File: src/rtl/reduction_feeder_if.sv
// -----------------------------------------------------------------------------
// reduction_feeder_if
//   Upstream result-word stream into the reduction feeder: valid/ready
//   handshake with a last-word marker.
//
//   Signals
//     in_valid  producer -> feeder  word on in_data is valid
//     in_data   producer -> feeder  result word (DWIDTH bits)
//     in_last   producer -> feeder  word is the final one of a block
//     in_ready  feeder -> producer  feeder accepts a word this cycle
//
//   Modports
//     master  the producer side (drives valid/data/last)
//     slave   the feeder side (drives ready)
// -----------------------------------------------------------------------------
interface reduction_feeder_if #(
  parameter int DWIDTH = 20
);
  logic              in_valid;
  logic [DWIDTH-1:0] in_data;
  logic              in_last;
  logic              in_ready;

  modport master (
    output in_valid,
    output in_data,
    output in_last,
    input  in_ready
  );

  modport slave (
    input  in_valid,
    input  in_data,
    input  in_last,
    output in_ready
  );
endinterface : reduction_feeder_if

File: src/rtl/reduction_feeder.sv
// -----------------------------------------------------------------------------
// reduction_feeder
//   Collects one block of result words from an upstream valid/ready stream,
//   writes them to consecutive addresses of the reduction input BRAM starting
//   at cfg_base_addr, then pulses red_start for START_HOLD cycles with the
//   address range and reduction type, and waits for red_done before taking
//   the next block.
//
//   Parameters
//     DWIDTH      BRAM word width
//     AWIDTH      BRAM address width
//     START_HOLD  cycles red_start is held high (1..15)
//
//   Ports
//     clk, resetn             clock, asynchronous active-low reset
//     up (slave)              in_valid/in_data/in_last in, in_ready out
//     cfg_base_addr, cfg_type block base address and reduction type,
//                             sampled when a block starts
//     bram_we/addr/wdata      registered BRAM write port
//     red_start               start pulse to the reduction layer
//     red_start_addr/end_addr inclusive address range to reduce
//     red_type                reduction type to the reduction layer
//     red_done                reduction layer finished (honoured in WAIT only)
//     busy                    high in any state but IDLE
//     wrap_err                sticky: the write pointer wrapped inside a block
// -----------------------------------------------------------------------------
module reduction_feeder #(
  parameter int DWIDTH     = 20,
  parameter int AWIDTH     = 11,
  parameter int START_HOLD = 4
) (
  input  logic              clk,
  input  logic              resetn,

  reduction_feeder_if.slave up,

  input  logic [AWIDTH-1:0] cfg_base_addr,
  input  logic [1:0]        cfg_type,

  output logic              bram_we,
  output logic [AWIDTH-1:0] bram_addr,
  output logic [DWIDTH-1:0] bram_wdata,

  output logic              red_start,
  output logic [AWIDTH-1:0] red_start_addr,
  output logic [AWIDTH-1:0] red_end_addr,
  output logic [1:0]        red_type,
  input  logic              red_done,

  output logic              busy,
  output logic              wrap_err
);

  typedef enum logic [1:0] {
    S_IDLE = 2'd0,
    S_FILL = 2'd1,
    S_KICK = 2'd2,
    S_WAIT = 2'd3
  } state_t;

  localparam logic [AWIDTH-1:0] PTR_MAX = '1;
  localparam logic [3:0]        HOLD    = 4'(START_HOLD);

  state_t            state;
  logic [AWIDTH-1:0] wr_ptr;
  logic [3:0]        kick_cnt;
  logic              in_ready;
  logic              accept;

  assign up.in_ready = in_ready;

  // in_ready is only ever high in FILL; qualifying with the state as well
  // keeps a stray valid in any other state from being taken as a beat.
  assign accept = (state == S_FILL) && in_ready && up.in_valid;

  // NOTE: all state below uses non-blocking assignments so every register
  // samples the pre-edge values of the others; blocking here would make the
  // result depend on statement order and break the one-cycle write latency.
  always_ff @(posedge clk or negedge resetn) begin
    if (!resetn) begin
      state          <= S_IDLE;
      wr_ptr         <= '0;
      kick_cnt       <= '0;
      in_ready       <= 1'b0;
      bram_we        <= 1'b0;
      bram_addr      <= '0;
      bram_wdata     <= '0;
      red_start      <= 1'b0;
      red_start_addr <= '0;
      red_end_addr   <= '0;
      red_type       <= '0;
      busy           <= 1'b0;
      wrap_err       <= 1'b0;
    end else begin
      // NOTE: bram_we defaults low every cycle so it is a one-cycle strobe
      // that only follows an accepted beat; address and data simply hold.
      bram_we <= 1'b0;

      if (accept) begin
        bram_we    <= 1'b1;
        bram_addr  <= wr_ptr;
        bram_wdata <= up.in_data;
        wr_ptr     <= wr_ptr + 1'b1;   // natural modulo-2^AWIDTH wrap
      end

      case (state)
        S_IDLE: begin
          // The first valid only opens the block; it is taken next cycle.
          if (up.in_valid) begin
            state          <= S_FILL;
            in_ready       <= 1'b1;
            busy           <= 1'b1;
            wr_ptr         <= cfg_base_addr;
            red_start_addr <= cfg_base_addr;
            red_type       <= cfg_type;
            wrap_err       <= 1'b0;
          end
        end

        S_FILL: begin
          if (accept) begin
            if (up.in_last) begin
              red_end_addr <= wr_ptr;
              in_ready     <= 1'b0;
              kick_cnt     <= '0;
              state        <= S_KICK;
            end else if (wr_ptr == PTR_MAX) begin
              // A block running past the top of the BRAM is written anyway;
              // the flag tells the consumer the range is not monotonic.
              wrap_err <= 1'b1;
            end
          end
        end

        S_KICK: begin
          // The first KICK cycle carries the final BRAM write, so red_start
          // rises one cycle later and stays up for exactly HOLD cycles.
          // red_done is deliberately not looked at here.
          if (kick_cnt == HOLD) begin
            red_start <= 1'b0;
            state     <= S_WAIT;
          end else begin
            red_start <= 1'b1;
            kick_cnt  <= kick_cnt + 1'b1;
          end
        end

        S_WAIT: begin
          if (red_done) begin
            state <= S_IDLE;
            busy  <= 1'b0;
          end
        end

        default: begin
          state <= S_IDLE;
        end
      endcase
    end
  end

endmodule : reduction_feeder
File: src/flat_wrapper.sv
// flat-port wrapper written by rule: the top's interface ports become plain ports
module reduction_feeder_flat 
#(
  parameter int DWIDTH     = 20,
  parameter int AWIDTH     = 11,
  parameter int START_HOLD = 4
)
  (clk, resetn, cfg_base_addr, cfg_type, bram_we, bram_addr, bram_wdata, red_start, red_start_addr, red_end_addr, red_type, red_done, busy, wrap_err, up_in_valid, up_in_data, up_in_last, up_in_ready);
  reduction_feeder_if #(.DWIDTH(DWIDTH)) up_i ();
  input  logic clk;
  input  logic resetn;
  input  logic [AWIDTH-1:0] cfg_base_addr;
  input  logic [1:0] cfg_type;
  output logic bram_we;
  output logic [AWIDTH-1:0] bram_addr;
  output logic [DWIDTH-1:0] bram_wdata;
  output logic red_start;
  output logic [AWIDTH-1:0] red_start_addr;
  output logic [AWIDTH-1:0] red_end_addr;
  output logic [1:0] red_type;
  input  logic red_done;
  output logic busy;
  output logic wrap_err;
  input wire logic [$bits(up_i.in_valid)-1:0] up_in_valid;
  input wire logic [$bits(up_i.in_data)-1:0] up_in_data;
  input wire logic [$bits(up_i.in_last)-1:0] up_in_last;
  output wire logic [$bits(up_i.in_ready)-1:0] up_in_ready;
  assign up_i.in_valid = up_in_valid;
  assign up_i.in_data = up_in_data;
  assign up_i.in_last = up_in_last;
  assign up_in_ready = up_i.in_ready;
  reduction_feeder #(.DWIDTH(DWIDTH), .AWIDTH(AWIDTH), .START_HOLD(START_HOLD)) u_core (.clk(clk), .resetn(resetn), .up(up_i), .cfg_base_addr(cfg_base_addr), .cfg_type(cfg_type), .bram_we(bram_we), .bram_addr(bram_addr), .bram_wdata(bram_wdata), .red_start(red_start), .red_start_addr(red_start_addr), .red_end_addr(red_end_addr), .red_type(red_type), .red_done(red_done), .busy(busy), .wrap_err(wrap_err));
endmodule
File: config.mk
export PLATFORM = sky130hd
export DESIGN_NAME = reduction_feeder_flat
export DESIGN_NICKNAME = d
export VERILOG_FILES = /design/src/rtl/reduction_feeder_if.sv /design/src/rtl/reduction_feeder.sv /design/src/flat_wrapper.sv
export SDC_FILE = /design/constraint.sdc
export NUM_CORES = 1
export LEC_CHECK = 0
export CORE_ASPECT_RATIO = 0.8
export CORE_UTILIZATION = 47
export CTS_CLUSTER_SIZE = 10
export DETAILED_ROUTE_END_ITERATION = 12
export MAX_ROUTING_LAYER = met4
export PLACE_DENSITY = 0.88
export SLEW_MARGIN = 5
export SYNTH_ARGS = -nofsm -noshare
export SYNTH_HDL_FRONTEND = slang
export SYNTH_SLANG_ARGS = --single-unit
export TNS_END_PERCENT = 20
File: constraint.sdc
create_clock -name clk -period 2 [get_ports clk]
set_input_delay 0.3 -clock clk [delete_from_list [all_inputs] [get_ports clk]]
set_output_delay 0.3 -clock clk [all_outputs]
set_load 0.005 [all_outputs]
Word-level counts from Yosys, hierarchy flattened:

Index checks and enable logic that the tools add are counted.

* $add $sub $neg: 2
* equal/unequal tests: 13
* mux-type cells: 26
* reduce and logical (&&, ||, !) cells: 13

Operators by type and width (count)
* $mux 11: 3
* $mux 4: 3
* $ne 2x2->1 const B: 6
* $add 11x1->11 const B: 1
* $eq 11x11->1 const B: 1
* $mux 1: 10
* $mux 2: 5
* $reduce_and 5->1: 2
* $pmux 2 s4: 1
* $pmux 4 s2: 1
* $reduce_and 4->1: 2
* $pmux 1 s2: 3
* $reduce_and 3->1: 2
* $reduce_bool 2->1: 3
* $add 4x1->4 const B: 1
* $eq 2x2->1 const B: 2
* $eq 4x3->1 const B: 1
* $ne 2x1->1 const B: 2
* $eq 2x1->1 const B: 1
* $logic_and 1x1->1: 2
* $logic_not 2->1: 1
* $reduce_and 2->1: 1

* register bits: 77
* input bits: 38
* output and inout bits: 60
* logic and storage cells: 67

Logic depth before layout (Yosys ltp):

Gate-level depths: netlist of the first run.

* depth in word-level cells: 6
* depth in mapped cells: 9
* depth with buffers taken out: 8

Least setup slack after synthesis of the first run:

No wires, ideal clock.

* path type: reg-to-reg
* start: reg u_core.state[1]
* end: reg with a tool-made name
* library setup time: 0.124 ns
* arrival: 1.589 ns
* required time: 1.876 ns
* setup slack: 0.287 ns
* cell stages (with the launch flop): 7
* buffers on the path: 0
* clock period less this slack: 1.713 ns
* cell sequence: dfrtp_1 > inv_1 > ha_1 > nand2_1 > or4_1 > mux2i_1 > a21oi_1

RTL lines
* start, declared: RTL line reduction_feeder.sv:64 `state_t state;`
* start signal, assigned: RTL line reduction_feeder.sv:81 `state <= S_IDLE;`
* start signal, assigned: RTL line reduction_feeder.sv:110 `state <= S_FILL;`
* start signal, assigned: RTL line reduction_feeder.sv:126 `state <= S_KICK;`

Worst setup path after layout of the first run:

* start: reg u_core.state[1]
* end: reg u_core.red_end_addr[10]

* longest elaborated chain between the ends: 4

Ends and longest elaborated chain
* $eq 2x1->1 *: RTL line reduction_feeder.sv:74, reduction_feeder.sv:106
* $logic_and 1x1->1 (2 in a row): RTL line reduction_feeder.sv:74 `assign accept = (state == S_FILL) && in_ready && up.in_valid;`
* $reduce_and 3->1 (no source line) *
* end signal, assigned: RTL line reduction_feeder.sv:123 `red_end_addr <= wr_ptr;`
* end, declared: RTL line reduction_feeder.sv:46 `output logic [AWIDTH-1:0] red_end_addr,`

Mark *: on every way between the ends. The rest lies on a longest branch, timed or not.
A chain may end at the register's enable or synchronous reset.

==> flow_summary.ini, run 1 <==
[status]
status = completed

[floorplanning]
io_pins = 98
die_y_um = 77.38
rows = 27
fp.dieW_um = 96.23
initial_core_util = 0.4844
core_region_area_um2 = 6892
die_area_um2 = 7446

[hold_path]
min_to = u_core.red_type[0]$_DFFE_PN0P_
hp-class = primary input to register
whs_path_depth = 3
min_from = cfg_type[0]

[setup_path]
arrival_ps = 2080
r2r_cells = 7
worstPathRequired_ps = 2240
path_cells = inv_1 -> ha_1 -> and2_4 -> nand2_4 -> clkinv_2 -> nand2_8 -> mux2_2
r2r_start = u_core.state[1]$_DFFE_PN0P_
endpoint_kind = register
path_class = register to register
reg2reg_to = u_core.red_end_addr[10]$_DFFE_PN0P_
timing.critical_path.slowest_cell_delay_ps = 400
path_max_fanout = 16
start_kind = register
cpMaxStageDelayCell = dfrtp_1
worst-r2r-setup-slack_ps = 160
cp_top_family = simple AND/OR/NAND/NOR gates
crit_buf_inv = 2

[sta]
fin_tns_setup_ps = 0
period_minus_slack_ps = 1843
drv_slew = 0
worstMarginPinSlew_ps = 641.3
fmax_mhz = 542.5
maxSlewHeadroom = 0.5725
setup_viol = 0
rsz0062_at_grt = false
fin_crit_sh = 0.9216
skew_ps = 7.516
hold_violations = 0

[synthesis]
yosys.area_share.adder = 0.02999
synth_area_um2 = 3338
synth_top_family_by_area = simple AND/OR/NAND/NOR gates
synthCells = 351
synth-compound-area-share = 0.08096
muxShareOfSynthArea = 0.03711
avgSynthCellArea_um2 = 9.511
synth_seq_area_share = 0.5772
synth-seq-cells = 77
synth-xor-area-share = 0.01049
synth_cell_type_count = 38
synth-simple-area-share = 0.2264
ys.warnings.count = 0
synth_nets = 397

[clock_tree]
cts_made_buffers = 9
root_buffer = clkbuf_8
clk_latency_ps = 350
cts_max_path_buffers = 2
cts_tree = built
clk_pin_slew_worst_paths_ps = 70
h-tree-depth = 3
cts_num_sinks = 77

[power_and_ir_drop]
powerDensity_nw_per_um2 = 1455
p_sw_mw = 2.405
p_seq_frac = 0.410
internal-power_mw = 4.318
pwr-share-clk = 0.149
power_frac_comb = 0.441
irDropWorstVdd_uv = 754.2
p_leak_nw = 2.223
switching_share = 0.3578

[layout]
antenna_cells = 0
area_growth_pct = 38.38
layout.cells.non_filler = 548
layout.nets = 503
fill_cells = 556
drive_above_1_share = 0.09544

[global_route]
grt_remaining_overflow = 0
grtUsageTotal = 0.2372
grt_max_degree = 52
antenna_found_initial = 0
grt_pass1_vias = 2748
grt_first_pass_wirelength_um = 13030

[placed_design]
routabilityCongestion = 0.9681
portBuffers = 97
dp_hpwl_um = 5883
post-place-cells = 532

[routing]
wl_per_cell_um = 14.61
dr_total_vias = 2865
drt_iter0_markers = 199
viasPerCell = 5.228
wl_um = 8005
drc = 0
drt_first_pass_iters = 5
drtAntennaViolNets = 0

[flow_run]
timing.max_cap.violations = 0
## synth_stat cells (all sizes together)
master / number / area [um2]
a211oi: 1 / 12.51
a21o: 1 / 7.510
a21oi: 8 / 40.04
a31oi: 1 / 6.260
a32oi: 1 / 8.760
and2: 1 / 8.760
and3: 1 / 6.260
and4: 1 / 8.760
and4b: 1 / 10.01
buf: 9 / 51.30
clkbuf: 7 / 26.28
dfrtp: 77 / 1927
ha: 8 / 100.1
inv: 13 / 48.80
mux2: 8 / 93.84
mux2i: 3 / 30.03
nand2: 146 / 563.0
nand3: 4 / 20.02
nand3b: 2 / 15.01
nand4: 5 / 31.28
nor2: 9 / 33.78
nor3: 3 / 15.01
nor3b: 2 / 15.01
nor4: 1 / 21.27
o211ai: 1 / 7.510
o21ai: 18 / 90.09
o221ai: 3 / 26.28
o22ai: 10 / 62.56
o31a: 1 / 8.760
or4: 1 / 7.510
xnor2: 2 / 17.52
xor2: 2 / 17.52
## power by group through the flow
stage	logic [mW]	registers [mW]	clock network (mW)
floorplan	1.35	2.71	0
global placement	2.87	2.74	0
detailed placement	2.96	2.77	0
CTS	2.98	2.75	1.03
global route	3.31	2.84	1.10
finish	2.97	2.76	1.00
## worst max-delay path by stage
stage / startpoint / to / slack [ps] / depth (start not counted)
after global placement: up_in_valid / u_core.state[1]$_DFFE_PN0P_ / 190 / 5
final: u_core.state[1]$_DFFE_PN0P_ / u_core.red_end_addr[10]$_DFFE_PN0P_ / 160 / 7
after detailed placement: up_in_valid / u_core.kick_cnt[3]$_DFFE_PN0P_ / 140 / 6
after CTS: u_core.state[0]$_DFFE_PN0P_ / u_core.kick_cnt[3]$_DFFE_PN0P_ / 180 / 7
after floorplan: u_core.state[1]$_DFFE_PN0P_ / register / 290 / 6
after global routing: u_core.state[0]$_DFFE_PN0P_ / u_core.kick_cnt[3]$_DFFE_PN0P_ / 0.7 / 7
## placed cells by master (no fill, tap or decap), drive strengths merged, types with 2 or more instances in the layout
master         netlist  routed
nand2              146     146
clkdlybuf4s50        0      96
dfrtp               77      77
o21ai               18      18
buf                  9      14
inv                 13      13
o22ai               10      10
nor2                 9       9
clkbuf               7       9
a21oi                8       8
ha                   8       8
mux2                 8       8
nand4                5       5
clkinv               0       5
nand3                4       4
o221ai               3       3
mux2i                3       3
nor3                 3       3
nand3b               2       2
xnor2                2       2
xor2                 2       2
nor3b                2       2
## layout make-up
cell class | instances | area [um2] | share of cell area
flip-flops and latches | 77 | 1927 | 0.4171
multi-input cells | 245 | 1294 | 0.2801
repair buffers | 111 | 1076 | 0.2329
clock buffers | 9 | 123.9 | 0.02681
well taps | 87 | 108.9 | 0.02356
inverters | 13 | 50.05 | 0.01083
clock inverters | 6 | 40.04 | 0.008667
## logic make-up (layout without fill, tap and decap cells)
logic type               after synthesis  in the layout
AND/OR/NAND/NOR                      177            177
flip-flops                            77             77
AO/OA/AOI/OAI                         45             45
buffers and inverters                 29            139
multiplexers                          11             11
adder cells (fa/ha/maj)                8              8
XOR/XNOR                               4              4
## metal layers
layer / global-route usage / part of all wire / up-vias
met4: 0.08358 / 0.022 / 0
met5: - / 0 / -
li1: - / - / 1367
met1: 0.3080 / 0.43 / 1308
met2: 0.3397 / 0.44 / 163
met3: 0.09020 / 0.11 / 27
## what timing repair did
| action | CTS | global route |
|---|---|---|
| endpoints found under the hold margin | 48 | 0 |
| gates resized for setup | 0 | 2 |
| buffers inserted | 0 | 0 |
| hold buffers | 1 | 0 |
| endpoints found under the setup margin | 0 | 1 |
## through the flow
step | cell area [um2] | setup WS [ps] | power [mW] | utilization | hold WS (ps)
after global placement | 4436 | 192.1 | 5.608 | 0.6436 | 354.4
after floorplan | 3338 | 286.6 | 4.060 | - | 4.409
after detailed placement | 4436 | 144.6 | 5.733 | 0.6436 | 365.9
after CTS | 4609 | 182.4 | 6.759 | 0.6688 | 461.4
after global routing | 4619 | 0.7445 | 7.254 | 0.6703 | 478.0
final | 4619 | 156.8 | 6.723 | 0.6703 | 470.5
## tightest hold or removal path: cells and delay by family
kind,cells,cell delay [ps]
and+or+nand+nor,2,90
buffers and inverters,1,390
No activity file was read; power rests on OpenSTA's default activity.
==> run 2: changes to the inputs <==
--- a/config.mk
+++ b/config.mk
@@ -6,11 +6,12 @@
 export NUM_CORES = 1
 export LEC_CHECK = 0
 export CORE_ASPECT_RATIO = 0.8
-export CORE_UTILIZATION = 47
+export CORE_UTILIZATION = 49
+export CTS_BUF_LIST = sky130_fd_sc_hd__clkbuf_4 sky130_fd_sc_hd__clkbuf_8
 export CTS_CLUSTER_SIZE = 10
 export DETAILED_ROUTE_END_ITERATION = 12
 export MAX_ROUTING_LAYER = met4
-export PLACE_DENSITY = 0.88
+export PLACE_DENSITY = 0.9
 export SLEW_MARGIN = 5
 export SYNTH_ARGS = -nofsm -noshare
 export SYNTH_HDL_FRONTEND = slang
==> run 2 against run 1 <==
Critical path depth did not move. Hold slack worse by 51 ps. Die area fell by 4.0%. Combinational power about the same. Global-route usage rose by 1.3 points. Sequential power about the same. Clock power rose by 18%. Critical path type unchanged. Largest power group unchanged. Highest routed layer unchanged.
==> flow_summary.ini, run 2 (synthesis gave the netlist of run 1 again) <==
[sta]
period_minus_slack_ps = 1884
worstMarginPinSlew_ps = 379.3
fmax_mhz = 530.8
rsz0062_at_grt = false
skew_ps = 5.238
fin_tns_setup_ps = 0
maxSlewHeadroom = 0.7471
setup_viol = 0
hold_violations = 0
fin_crit_sh = 0.9419
drv_slew = 0

[routing]
wl_per_cell_um = 14.45
viasPerCell = 5.163
dr_total_vias = 2819
drc = 0
drt_iter0_markers = 126
drtAntennaViolNets = 0
drt_first_pass_iters = 4
wl_um = 7889

[setup_path]
path_max_fanout = 16
worstPathRequired_ps = 2250
endpoint_kind = register
arrival_ps = 2130
path_class = register to register
start_kind = register
r2r_cells = 7
worst-r2r-setup-slack_ps = 120

[power_and_ir_drop]
powerDensity_nw_per_um2 = 1486
power_frac_comb = 0.433
irDropWorstVdd_uv = 713.2
p_leak_nw = 2.245
p_sw_mw = 2.422
pwr-share-clk = 0.171
switching_share = 0.3499
p_seq_frac = 0.396
internal-power_mw = 4.500

[global_route]
grt_remaining_overflow = 0
antenna_found_initial = 0
grt_first_pass_wirelength_um = 12790
grt_pass1_vias = 2731
grt_max_degree = 35
grtUsageTotal = 0.2499

[flow_run]
timing.max_cap.violations = 0

[placed_design]
post-place-cells = 529
routabilityCongestion = 0.9770
dp_hpwl_um = 5931
portBuffers = 97

[clock_tree]
root_buffer = clkbuf_8
clk_pin_slew_worst_paths_ps = 80
cts_num_sinks = 77
post_cts_buffers = 0
h-tree-depth = 3
cts_tree = built
cts_made_buffers = 9
cts_max_path_buffers = 2
clk_latency_ps = 360

[floorplanning]
die_area_um2 = 7149
die_y_um = 75.83
core_region_area_um2 = 6474
rows = 26
io_pins = 98
initial_core_util = 0.5157
fp.dieW_um = 94.28

[layout]
area_growth_pct = 39.58
layout.cells.non_filler = 546
drive_above_1_share = 0.09957
antenna_cells = 0
layout_common_cells = nand2_1 (144), clkdlybuf4s50_1 (96), dfrtp_1 (77)
final_common_cell = nand2_1
layout.nets = 503

[status]
status = completed

[hold_path]
hp-class = primary input to async pin
==> run 2: changes by cell type in the layout (fill, tap and decap cells not counted), sizes merged <==
| cell | change |
|---|---|
| bufinv | +1 |
| clkbuf | +1 |
| clkinv | -4 |
| clkinvlp | +1 |
| inv | +2 |
==> run 2: worst paths after layout <==
check	startpoint	endpoint
setup / recovery	u_core.state[1]$_DFFE_PN0P_	u_core.red_end_addr[9]$_DFFE_PN0P_
hold / removal	resetn	u_core.bram_wdata[8]$_DFFE_PN0N_
setup reg to reg	u_core.state[1]$_DFFE_PN0P_	u_core.red_end_addr[9]$_DFFE_PN0P_
hold reg to reg	u_core.red_start_addr[4]$_DFFE_PN0P_	u_core.red_start_addr[4]$_DFFE_PN0P_
max in group asynchronous	resetn	u_core.bram_wdata[12]$_DFFE_PN0N_
min in group clk	up_in_data[10]	u_core.bram_wdata[10]$_DFFE_PN0N_
==> run 2: power by group through the flow <==
stage               combinational (mW)  clock [mW]  sequential (mW)
floorplan                         1.35           0             2.71
global placement                  2.87           0             2.74
detailed placement                3.01           0             2.77
CTS                               3.03        1.21             2.74
global route                      3.33        1.28             2.84
finish                            3.00        1.18             2.74
==> run 2: layout make-up <==
class                      instances  area (um2)
timing repair buffer             111        1089
clock inverter                     6       71.32
sequential                        77        1927
fill                             475        1814
inverter                          13       48.80
tap                               84       105.1
clock buffer                      10       131.4
multi-input combinational        245        1287
==> run 2: routing by layer <==
layer  up-vias  part of all wire  GRT usage
met4         0             0.012    0.09402
met5         -                 0          -
met1      1333              0.43     0.2986
li1       1361                 -          -
met3        13             0.079    0.05489
met2       112              0.47     0.4211
==> run 2: what timing repair did <==
item	in CTS	in global routing
endpoints found under the hold margin	28	0
resized for setup	0	1
endpoints found under the setup margin	0	14
hold buffers	1	0
==> run 2: critical path: stages, from the launching register on <==
cell     delay, ps
dfrtp_1        410
inv_1          120
ha_2           260
and2_4         200
nand2_4         90
inv_2          200
nand2_4        160
mux2_4         320
==> run 2: through the flow <==
stage / util / total power [mW] / area (um2) / setup slack [ps] / hold WS, ps
floorplan: - / 4.060 / 3338 / 286.6 / 4.409
CTS: 0.7194 / 6.980 / 4657 / 63.65 / 426.9
detailed placement: 0.6865 / 5.774 / 4444 / 97.60 / 251.0
global placement: 0.6865 / 5.610 / 4444 / 150.4 / 245.7
global route: 0.7198 / 7.451 / 4659 / 18.83 / 455.1
finish: 0.7198 / 6.922 / 4659 / 116.1 / 419.1
==> run 3: changes to the inputs <==
--- a/config.mk
+++ b/config.mk
@@ -5,13 +5,14 @@
 export SDC_FILE = /design/constraint.sdc
 export NUM_CORES = 1
 export LEC_CHECK = 0
+export CAP_MARGIN = 0
 export CORE_ASPECT_RATIO = 0.8
-export CORE_UTILIZATION = 49
+export CORE_UTILIZATION = 48
 export CTS_BUF_LIST = sky130_fd_sc_hd__clkbuf_4 sky130_fd_sc_hd__clkbuf_8
 export CTS_CLUSTER_SIZE = 10
 export DETAILED_ROUTE_END_ITERATION = 12
 export MAX_ROUTING_LAYER = met4
-export PLACE_DENSITY = 0.9
+export PLACE_DENSITY = 0.89
 export SLEW_MARGIN = 5
 export SYNTH_ARGS = -nofsm -noshare
 export SYNTH_HDL_FRONTEND = slang
==> run 3 against run 2 <==
Worst setup slack gained 92 ps. Clock power grew 12%. First-iteration DRC count grew 35%. Largest power group unchanged.
==> flow_summary.ini, run 3 (synthesis gave the netlist of run 1 again) <==
[routing]
drt_first_pass_iters = 4
wl_per_cell_um = 14.74
dr_total_vias = 2859
drtAntennaViolNets = 0
wl_um = 8049
drc = 0
drt_iter0_markers = 170
viasPerCell = 5.236

[setup_path]
cpMaxStageDelayCell = dfrtp_1
crit_buf_inv = 1
start_kind = register
path_max_fanout = 6
path_class = register to register
timing.critical_path.slowest_cell_delay_ps = 420
worst-r2r-setup-slack_ps = 210
arrival_ps = 2010
cp.depth = 7
cp_top_family = simple AND/OR/NAND/NOR gates
worstPathRequired_ps = 2220
path_cells = inv_1 -> ha_1 -> and2_4 -> nand2_4 -> nor4_4 -> xnor2_1 -> o221ai_1
r2r_cells = 7
endpoint_kind = register
r2r_start = u_core.state[1]$_DFFE_PN0P_

[placed_design]
portBuffers = 97
routabilityCongestion = 0.9262
placed_area_um2 = 4457
dp_hpwl_um = 5930

[floorplanning]
core_region_area_um2 = 6539
fp.dieW_um = 95.24
die_area_um2 = 7294
io_pins = 98
initial_core_util = 0.5105
rows = 26
die_y_um = 76.59

[clock_tree]
cts_tree = built
clk_latency_ps = 350
cts_resized = 0
cts_made_buffers = 9
post_cts_buffers = 0
clk_pin_slew_worst_paths_ps = 80
cts_max_path_buffers = 2
cts_num_sinks = 77
root_buffer = clkbuf_8
h-tree-depth = 3

[global_route]
grt_pass1_vias = 2861
grt_remaining_overflow = 0
grt_max_degree = 47
grt_first_pass_wirelength_um = 13470
antenna_found_initial = 0
grtUsageTotal = 0.2484

[sta]
hold_slack_ps = 440.5
setup_viol = 0
fin_tns_setup_ps = 0
drv_slew = 0
maxSlewHeadroom = 0.7071
skew_ps = 7.700
fmax_mhz = 558.2
period_minus_slack_ps = 1792
worstMarginPinSlew_ps = 439.4
fin_crit_sh = 0.8958
hold_violations = 0
rsz0062_at_grt = false

[layout]
area_growth_pct = 40.55
final_common_cell = nand2_1
antenna_cells = 0
design_area_um2 = 4692
regArea_um2 = 1927
multi_input_area_um2 = 1285
drive_above_1_share = 0.09740
layout.nets = 503
layout_common_cells = nand2_1 (144), clkdlybuf4s50_1 (96), dfrtp_1 (77)
fill_cells = 492

[power_and_ir_drop]
p_leak_nw = 2.262
powerDensity_nw_per_um2 = 1508
irDropWorstVdd_uv = 806.1

[hold_path]
hp-class = primary input to async pin

[flow_run]
timing.max_cap.violations = 0

[status]
status = completed
## run 3: worst max-delay path by stage
stage / from / slack, ps / endpoint
floorplan: u_core.state[1]$_DFFE_PN0P_ / 290 / register
global route: u_core.state[1]$_DFFE_PN0P_ / 110 / register
global placement: up_in_valid / 160 / u_core.state[1]$_DFFE_PN0P_
finish: u_core.state[1]$_DFFE_PN0P_ / 210 / register
CTS: u_core.state[1]$_DFFE_PN0P_ / 220 / register
detailed placement: up_in_valid / 90 / u_core.state[1]$_DFFE_PN0P_
## run 3: timing repair
item	in CTS	in global routing
endpoints found under the hold margin	31	0
endpoints found under the setup margin	0	0
hold buffers	1	0
## run 3: cell type report
class                           instances  area share
Timing Repair Buffer                  111      0.2347
Clock buffer                           10     0.02800
Sequential cell                        77      0.4107
Multi-Input combinational cell        245      0.2739
Clock inverter                          6     0.02000
Inverter                               13     0.01040
Tap cell                               84     0.02240
## run 3: metal layers
layer / wire (um) / GRT usage
met1: 3370 / 0.3094
met2: 3855 / 0.3843
met3: 787 / 0.09481
met4: 36 / 0.05455
met5: 0 / -
## run 3: per-stage QoR
stage / total power, mW / setup slack (ps) / utilization / cells
2_1_floorplan: 4.060 / 286.6 / - / 351
3_3_place_gp: 5.657 / 155.4 / 0.6816 / 529
3_5_place_dp: 5.801 / 93.23 / 0.6816 / 529
4_1_cts: 7.138 / 215.3 / 0.7176 / 546
5_1_grt: 7.591 / 115.0 / 0.7176 / 546
6_report: 7.077 / 208.4 / 0.7176 / 546
## run 3: power breakdown
part	internal [mW]	total (mW)	switching (mW)
clock	0.728	1.32	0.591
sequential	2.25	2.74	0.496
combinational	1.67	3.02	1.34
total	4.65	7.08	2.43
